**src/rtl/ps2_line_interpreter.sv**
```systemverilog
// ps2_line_interpreter: parses a NUL-padded 32-char ASCII command line one char per clock.
// Ports: clock, reset_n, input_line[255:0], line_ready in; velocity, angle, fire, reset, busy, cmd_error out.
// Optional: define PS2_INTERP_ANGLE_RANGE_EN to reject angle values above 359.
module ps2_line_interpreter (
    input  logic         clock,
    input  logic         reset_n,
    input  logic [255:0] input_line,
    input  logic         line_ready,
    output logic [31:0]  velocity,
    output logic [31:0]  angle,
    output logic         fire,
    output logic         reset,
    output logic         busy,
    output logic         cmd_error
);

    typedef enum logic [1:0] {S_IDLE, S_CMD, S_NUM, S_TAIL} state_t;
    typedef enum logic [1:0] {C_VEL, C_ANG, C_FIRE, C_RST} cmd_t;

    state_t        state_q, state_d;
    cmd_t          cmd_q, cmd_d;
    logic [255:0]  buf_q, buf_d;
    logic [4:0]    idx_q, idx_d;
    logic [31:0]   acc_q, acc_d;
    logic          has_dig_q, has_dig_d;
    logic [31:0]   velocity_q, velocity_d;
    logic [31:0]   angle_q, angle_d;
    logic          fire_q, fire_d;
    logic          reset_q, reset_d;
    logic          busy_q, busy_d;
    logic          err_q, err_d;

    logic [7:0]    ch;
    logic [7:0]    up;
    logic          is_nul;
    logic          is_dig;
    logic          last;
    logic [35:0]   acc_wide;
    logic [31:0]   acc_next;
    logic          do_commit;
    logic          do_err;
    logic [31:0]   commit_val;

    // The buffer shifts left each cycle, so the current char is always the top byte.
    assign ch     = buf_q[255:248];
    assign up     = ch & 8'hDF;
    assign is_nul = (ch == 8'h00);
    assign is_dig = (ch >= 8'h30) && (ch <= 8'h39);
    assign last   = (idx_q == 5'd31);

    // acc*10 + digit in 36 bits; any carry past bit 31 saturates.
    assign acc_wide = ({4'd0, acc_q} << 3) + ({4'd0, acc_q} << 1)
                    + {32'd0, ch[3:0]};
    assign acc_next = (acc_wide[35:32] != 4'd0) ? 32'hFFFF_FFFF
                                                : acc_wide[31:0];

    always_comb begin
        state_d    = state_q;
        cmd_d      = cmd_q;
        buf_d      = buf_q << 8;
        idx_d      = idx_q + 5'd1;
        acc_d      = acc_q;
        has_dig_d  = has_dig_q;
        velocity_d = velocity_q;
        angle_d    = angle_q;
        fire_d     = 1'b0;
        reset_d    = 1'b0;
        busy_d     = busy_q;
        err_d      = 1'b0;
        do_commit  = 1'b0;
        do_err     = 1'b0;
        commit_val = acc_q;

        case (state_q)
            S_IDLE: begin
                buf_d = buf_q;
                idx_d = idx_q;
                if (line_ready) begin
                    buf_d   = input_line;
                    idx_d   = 5'd0;
                    state_d = S_CMD;
                    busy_d  = 1'b1;
                end
            end
            S_CMD: begin
                unique case (1'b1)
                    is_nul: begin
                        state_d = S_IDLE;
                        busy_d  = 1'b0;
                    end
                    (up == 8'h56): begin
                        cmd_d     = C_VEL;
                        acc_d     = 32'd0;
                        has_dig_d = 1'b0;
                        state_d   = S_NUM;
                    end
                    (up == 8'h41): begin
                        cmd_d     = C_ANG;
                        acc_d     = 32'd0;
                        has_dig_d = 1'b0;
                        state_d   = S_NUM;
                    end
                    (up == 8'h46): begin
                        cmd_d   = C_FIRE;
                        state_d = S_TAIL;
                    end
                    (up == 8'h52): begin
                        cmd_d   = C_RST;
                        state_d = S_TAIL;
                    end
                    default: do_err = 1'b1;
                endcase
            end
            S_NUM: begin
                unique case (1'b1)
                    is_dig: begin
                        acc_d     = acc_next;
                        has_dig_d = 1'b1;
                        // A digit in the final slot also ends the line.
                        if (last) begin
                            do_commit  = 1'b1;
                            commit_val = acc_next;
                        end
                    end
                    is_nul: begin
                        if (has_dig_q) do_commit = 1'b1;
                        else           do_err    = 1'b1;
                    end
                    default: do_err = 1'b1;
                endcase
            end
            S_TAIL: begin
                if (is_nul) do_commit = 1'b1;
                else        do_err    = 1'b1;
            end
            default: begin
                state_d = S_IDLE;
                busy_d  = 1'b0;
            end
        endcase

        if (do_err) begin
            err_d   = 1'b1;
            state_d = S_IDLE;
            busy_d  = 1'b0;
        end

        if (do_commit) begin
            state_d = S_IDLE;
            busy_d  = 1'b0;
            case (cmd_q)
                C_VEL:  velocity_d = commit_val;
                C_ANG: begin
`ifdef PS2_INTERP_ANGLE_RANGE_EN
                    if (commit_val > 32'd359) err_d   = 1'b1;
                    else                      angle_d = commit_val;
`else
                    angle_d = commit_val;
`endif
                end
                C_FIRE: fire_d  = 1'b1;
                C_RST:  reset_d = 1'b1;
                default: ;
            endcase
        end
    end

    always_ff @(posedge clock or negedge reset_n) begin
        if (!reset_n) begin
            state_q    <= S_IDLE;
            cmd_q      <= C_VEL;
            buf_q      <= '0;
            idx_q      <= '0;
            acc_q      <= '0;
            has_dig_q  <= 1'b0;
            velocity_q <= '0;
            angle_q    <= '0;
            fire_q     <= 1'b0;
            reset_q    <= 1'b0;
            busy_q     <= 1'b0;
            err_q      <= 1'b0;
        end else begin
            state_q    <= state_d;
            cmd_q      <= cmd_d;
            buf_q      <= buf_d;
            idx_q      <= idx_d;
            acc_q      <= acc_d;
            has_dig_q  <= has_dig_d;
            velocity_q <= velocity_d;
            angle_q    <= angle_d;
            fire_q     <= fire_d;
            reset_q    <= reset_d;
            busy_q     <= busy_d;
            err_q      <= err_d;
        end
    end

    assign velocity  = velocity_q;
    assign angle     = angle_q;
    assign fire      = fire_q;
    assign reset     = reset_q;
    assign busy      = busy_q;
    assign cmd_error = err_q;

endmodule

```
**config.mk**
```make
export PLATFORM = sky130hd
export DESIGN_NAME = ps2_line_interpreter
export DESIGN_NICKNAME = d
export VERILOG_FILES = /design/src/rtl/ps2_line_interpreter.sv
export SDC_FILE = /design/constraint.sdc
export NUM_CORES = 1
export LEC_CHECK = 0
export ABC_AREA = 1
export ABC_CLOCK_PERIOD_IN_PS = 5280
export BUFFER_PORTS_ARGS = -buffer_cell sky130_fd_sc_hd__buf_2
export CAP_MARGIN = 10
export CELL_PAD_IN_SITES_DETAIL_PLACEMENT = 0
export CELL_PAD_IN_SITES_GLOBAL_PLACEMENT = 1
export CORE_ASPECT_RATIO = 0.75
export CORE_UTILIZATION = 45
export DETAILED_ROUTE_END_ITERATION = 7
export HOLD_SLACK_MARGIN = 0.15
export PLACE_DENSITY_LB_ADDON = 0.2
export SLEW_MARGIN = 20
export SYNTH_ARGS = -nofsm -noshare
export SYNTH_HDL_FRONTEND = slang
export SYNTH_SLANG_ARGS = --single-unit
```
**constraint.sdc**
```tcl
create_clock -name clock -period 5.28 [get_ports clock]
set_input_delay 0.264 -clock clock [delete_from_list [all_inputs] [get_ports clock]]
set_output_delay 0.264 -clock clock [all_outputs]
set_load 0.01 [all_outputs]
```
# Word-level counts from Yosys, hierarchy flattened
# Index checks and enable logic that the tools add are counted.
dict set report word_totals {
  reg_bits 366
  input_bits 259
  output_inout_bits 68
  word_cells 91
}
dict set report op_classes {
  add_sub_neg 3
  magnitude_cmp 2
  eq_ne 17
  mux 40
  n_reduce_logical 17
}
# operator count
set ops {}
lappend ops {{$mux 256} 2}
lappend ops {{$mux 32} 6}
lappend ops {{$pmux 32 s2} 1}
lappend ops {{$add 35x33->36} 1}
lappend ops {{$add 36x4->36} 1}
lappend ops {{$eq 7x6->1 const B} 4}
lappend ops {{$mux 1} 17}
lappend ops {{$reduce_bool 4->1} 3}
lappend ops {{$mux 5} 2}
lappend ops {{$pmux 1 s2} 5}
lappend ops {{$reduce_and 3->1} 3}
lappend ops {{$eq 2x2->1 const B} 4}
lappend ops {{$ge 8x6->1 const B} 1}
lappend ops {{$le 8x6->1 const B} 1}
lappend ops {{$logic_not 8->1} 1}
lappend ops {{$ne 4x4->1 const B} 2}
lappend ops {{$pmux 2 s4} 1}
lappend ops {{$mux 2} 3}
lappend ops {{$ne 2x2->1 const B} 3}
lappend ops {{$ne 6x6->1 const B} 1}
lappend ops {{$pmux 2 s3} 1}
lappend ops {{$reduce_and 2->1} 3}
lappend ops {{$add 5x1->5 const B} 1}
lappend ops {{$eq 5x5->1 const B} 1}
lappend ops {{other kinds (8)} 11}

# Depth between registers and ports, before layout
dict set report logic_depth {
  ltp_word 7
  depth_mapped 22
}

# Worst setup path before layout
# OpenSTA, ideal clock, no wires.
dict set report synth_timing {
  kind {flip-flop to flip-flop}
  start {register buf_q[251]}
  end {register velocity_q[6] (netlist: velocity[6])}
  arrival_time_ns 2.756
  path_slack_ns 2.407
  path_stages_with_launch 21
  path_buffers 1
  synth_period_minus_slack_ns 2.873
  path_cell_list {dfrtp_1 fa_1 inv_1 fa_1 inv_1 nand2_1 nand2_1 nand3_1 nand2_1 nand2_1 nand2_1 nand2_1 nand3_2 nand2_2 nor2_8 buf_12 nand3_2 nand2_2 nand2_2 nand2_1 nand2_1}
}
dict set report synth_via {
  elab_chain_len 6
}
# item line
set synth_rtl {}
lappend synth_rtl {{from (decl)} 22} ;# logic [255:0] buf_q, buf_d;
lappend synth_rtl {{from (signal assigned)} 185} ;# buf_q <= buf_d;
lappend synth_rtl {{$add 36x4->36} 53} ;# + {32'd0, ch[3:0]};
lappend synth_rtl {{$reduce_bool 4->1} 54} ;# assign acc_next = (acc_wide[35:32] != 4'd0) ? 32'hFFFF_FFFF
lappend synth_rtl {{$mux 32} 54}
lappend synth_rtl {{$mux 32} 120} ;# if (last) begin
lappend synth_rtl {{$mux 32} 115} ;# unique case (1'b1)
lappend synth_rtl {{$mux 32} 74} ;# case (state_q)
lappend synth_rtl {{to (signal assigned)} 189} ;# velocity_q <= velocity_d;
lappend synth_rtl {{to (decl)} 26} ;# logic [31:0] velocity_q, velocity_d;
# Several ways; a longest one is shown, not always the timed one.
# A chain may end at the register's enable or synchronous reset.

# Worst setup path in the final report
dict set report layout_timing {
  start {register buf_q[251]}
  end {register velocity_q[5] (netlist: velocity[5])}
}
# Same word-level chain as after synthesis.

==> flow_summary.ini <==
[sta]
skew_ns = 0.0106
tightest_slew_ns = 1.12
rsz0062_at_grt = no
tns_ns = 0
period_needed_ns = 3.62
fin_crit_sh_pct = 68.6
max_freq_ghz = 0.276
setup_slack_ns = 1.66
drv_slew = 0
report.final.hold_viol_count = 0
hold_slack_ns = 0.381
setup_viol = 0
slew_headroom_pct = 25.0

[hold_path]
hold_path.class = input port to asynchronous set/reset pin

[power]
power_density_mw_per_mm2 = 393
switching_share_pct = 34.9
power.static_leakage_uw = 0.0132
p_int_uw = 6380
switching_power_uw = 3410
pwr-share-clk_pct = 28.2
comb_power_share_pct = 28.5
p_seq_share_pct = 43.2
ir_drop_v = 0.000373

[routing]
vias = 17945
firstDrtPassIters = 5
drtIter0Drc = 1600
drcViolationCount = 0
detail_route.vias_per_cell = 5.17
wirelength_mm = 61.6
route.antenna.remaining_nets = 0
routedWlPerCell_microns = 17.8

[finish]
stdcell_area_sq_mm = 0.0249
nets = 3198
layout-drive-gt1-share_pct = 17.8
seq_area_sq_mm = 0.00916
fill_cells = 3645
area_growth_pct = 31.5
multi_input_area_sq_mm = 0.00827

[global_route]
grt_usage_pct = 28.7
grt_antenna_before_repair = 12
grt_pass1_vias = 17621
grt.overflow.total = 0
grt_pass1_wl_mm = 98.1
grt_max_degree = 132

[floorplanning]
die_area_sq_mm = 0.0429
core_area_sq_mm = 0.0412
die_x_microns = 239
rows = 64
initial_core_util_pct = 46.0
dieHeight_microns = 180
num_io_pins = 327

[logic_synthesis]
netlist_area_sq_mm = 0.0189
ys_ff_latch = 366
synthCells = 2338
synth_cell_types = 44
syn_nets = 2664
yosys_warnings = 0
synth-seq-area-share_pct = 48.3
synth.avg_cell_area_sq_um = 8.10

[worst_setup_path]
r2r_start = buf_q[251]
path_class = flop to flop
reg2regPathDepth = 19
crit_fanout = 33
required_ns = 5.72
end_kind = flop
worstSetupStartpoint = buf_q[251]
r2r-end = velocity[5]
rrSetupSlack_ns = 1.66
cp.arrival_ns = 4.06
start_kind = flop

[clock_network]
cts_max_path_buffers = 3
cts_root_buf = clkbuf_16
cts_made_buffers = 39
clock_latency_ns = 0.55
cts_tree = done
clkSlewWorstSetupHoldPaths_ns = 0.06
cts_resized = 0
ctsHtreeMaxLevel = 2
numClockSinks = 366

[placement]
place_ws_ns = 1.68
placed_cell_area_sq_mm = 0.0210
dpl.hpwl_mm = 40.3
gp_congestion = 0.912
portBuffers = 326

[job]
maxCapViolCount = 0

[status]
outcome = completed
==> registers in the layout, summed over array words and instances, names as in the netlist <==
register and flops:
cmd_error 1, fire 1, cmd_q 2, buf_q 256, busy 1, reset 1
idx_q 5, velocity 32, angle 32, state_q 2, has_dig_q 1, acc_q 32
==> cells by family (layout without fill, tap and decap cells) <==
family                   Yosys count  after routing  share of synthesized area (%)
AO/OA/AOI/OAI                    368            368                           12.8
AND/OR/NAND/NOR                 1142           1142                           25.6
adder cells (fa/ha/maj)           67             67                           4.50
XOR/XNOR                          15             15                          0.694
buffers and inverters            380            941                           8.06
flip-flops                       366            366                           48.3
other                              0             12                              0
==> layout by cell type, fill, tap and decap left out, types with 14 or more instances in the layout <==
master	count
a21oi_1	25
a22oi_1	89
buf_2	325
buf_4	14
clkbuf_16	40
dfrtp_1	366
dlygate4sd3_1	262
ha_1	65
inv_1	253
nand2_1	890
nand2_2	56
nand3_1	81
nand3_2	23
nor2_1	48
o211ai_1	126
o21ai_0	97
o21ai_1	14
xor2_1	15
==> Yosys cell counts (all sizes together) <==
cell type    n  area share, %
nand2      947             20
dfrtp      366             48
inv        264            5.2
o211ai     126            5.0
o21ai      111            2.9
nand3      104            3.4
a22oi       89            3.5
clkbuf      67            1.3
ha          65            4.3
nor2        56            1.3
buf         46            1.4
a21oi       27           0.75
nor3        15           0.52
xor2        15           0.69
nand4       13           0.43
o21bai       6           0.24
a22o         3           0.14
clkinv       3          0.059
nor4         3           0.13
fa           2           0.21
nor3b        2           0.13
a21o         1          0.040
a31oi        1          0.033
nand3b       1          0.059
o211a        1          0.053
o221ai       1          0.046
o22ai        1          0.033
o31a         1          0.046
or2          1          0.046
==> routing by layer <==
| metal | track usage, % | up-vias | share of wire [%] | wire [microns] |
|---|---|---|---|---|
| met4 | 7.77 | 4 | 2.2 | 1340 |
| met2 | 40.3 | 622 | 42 | 25800 |
| met5 | 0 | - | 0.042 | 26 |
| met3 | 5.70 | 105 | 7.2 | 4470 |
| met1 | 44.5 | 8581 | 49 | 30000 |
| li1 | - | 8633 | - | - |
==> worst max-delay path, stage by stage, from the launching register on <==
cell	delay, ns
dfrtp_1	0.43
fa_1	0.58
inv_1	0.07
fa_1	0.46
inv_1	0.10
nand2_1	0.05
nand2_1	0.07
nand3_1	0.06
nand2_1	0.12
nand2_1	0.06
nand2_1	0.14
nand2_1	0.10
nand3_2	0.07
nand2_2	0.09
nor2_8	0.61
nand3_1	0.20
nand2_1	0.11
nand2_1	0.07
nand2_1	0.06
nand2_1	0.05
==> per-stage QoR <==
| stage | total power, uW | util (%) | std cells |
|---|---|---|---|
| floorplan | 5950 | - | 2338 |
| global placement | 6730 | 51.0 | 3130 |
| detailed placement | 6820 | 51.0 | 3130 |
| CTS | 9790 | 60.4 | 3460 |
| global route | 10400 | 60.5 | 3469 |
| finish | 9790 | 60.5 | 3472 |
==> how the worst max path moves through the flow <==
stage                  endpoint  slack, ns  depth (start not counted)
detailed placement     angle[5]       1.68                         19
floorplan           velocity[6]       2.41                         20
CTS                 velocity[5]       1.66                         19
global route        velocity[5]       1.37                         19
global placement    velocity[5]       1.78                         19
finish              velocity[5]       1.66                         19
==> timing repair <==
item	4_1_cts	5_1_grt
buffers inserted	0	0
hold buffers	262	0
endpoints found under the hold margin	365	0
endpoints found under the setup margin	0	0
==> power groups by stage <==
| stage | clock network (uW) | registers (uW) | logic, uW |
|---|---|---|---|
| after floorplan | 0 | 4120 | 1840 |
| after global placement | 0 | 4220 | 2510 |
| after detailed placement | 0 | 4250 | 2560 |
| after CTS | 2820 | 4210 | 2760 |
| after global routing | 2930 | 4330 | 3140 |
| final | 2760 | 4230 | 2790 |
==> final cells by class <==
cell class	instances	area share (%)
flip-flops and latches	366	36.8
multi-input cells	1592	33.2
repair buffers	606	17.9
clock buffers	54	4.55
inverters	267	4.07
well taps	561	2.82
clock inverters	14	0.583
diodes	12	0.121
Note: power is estimated with default switching activity, not from simulation.
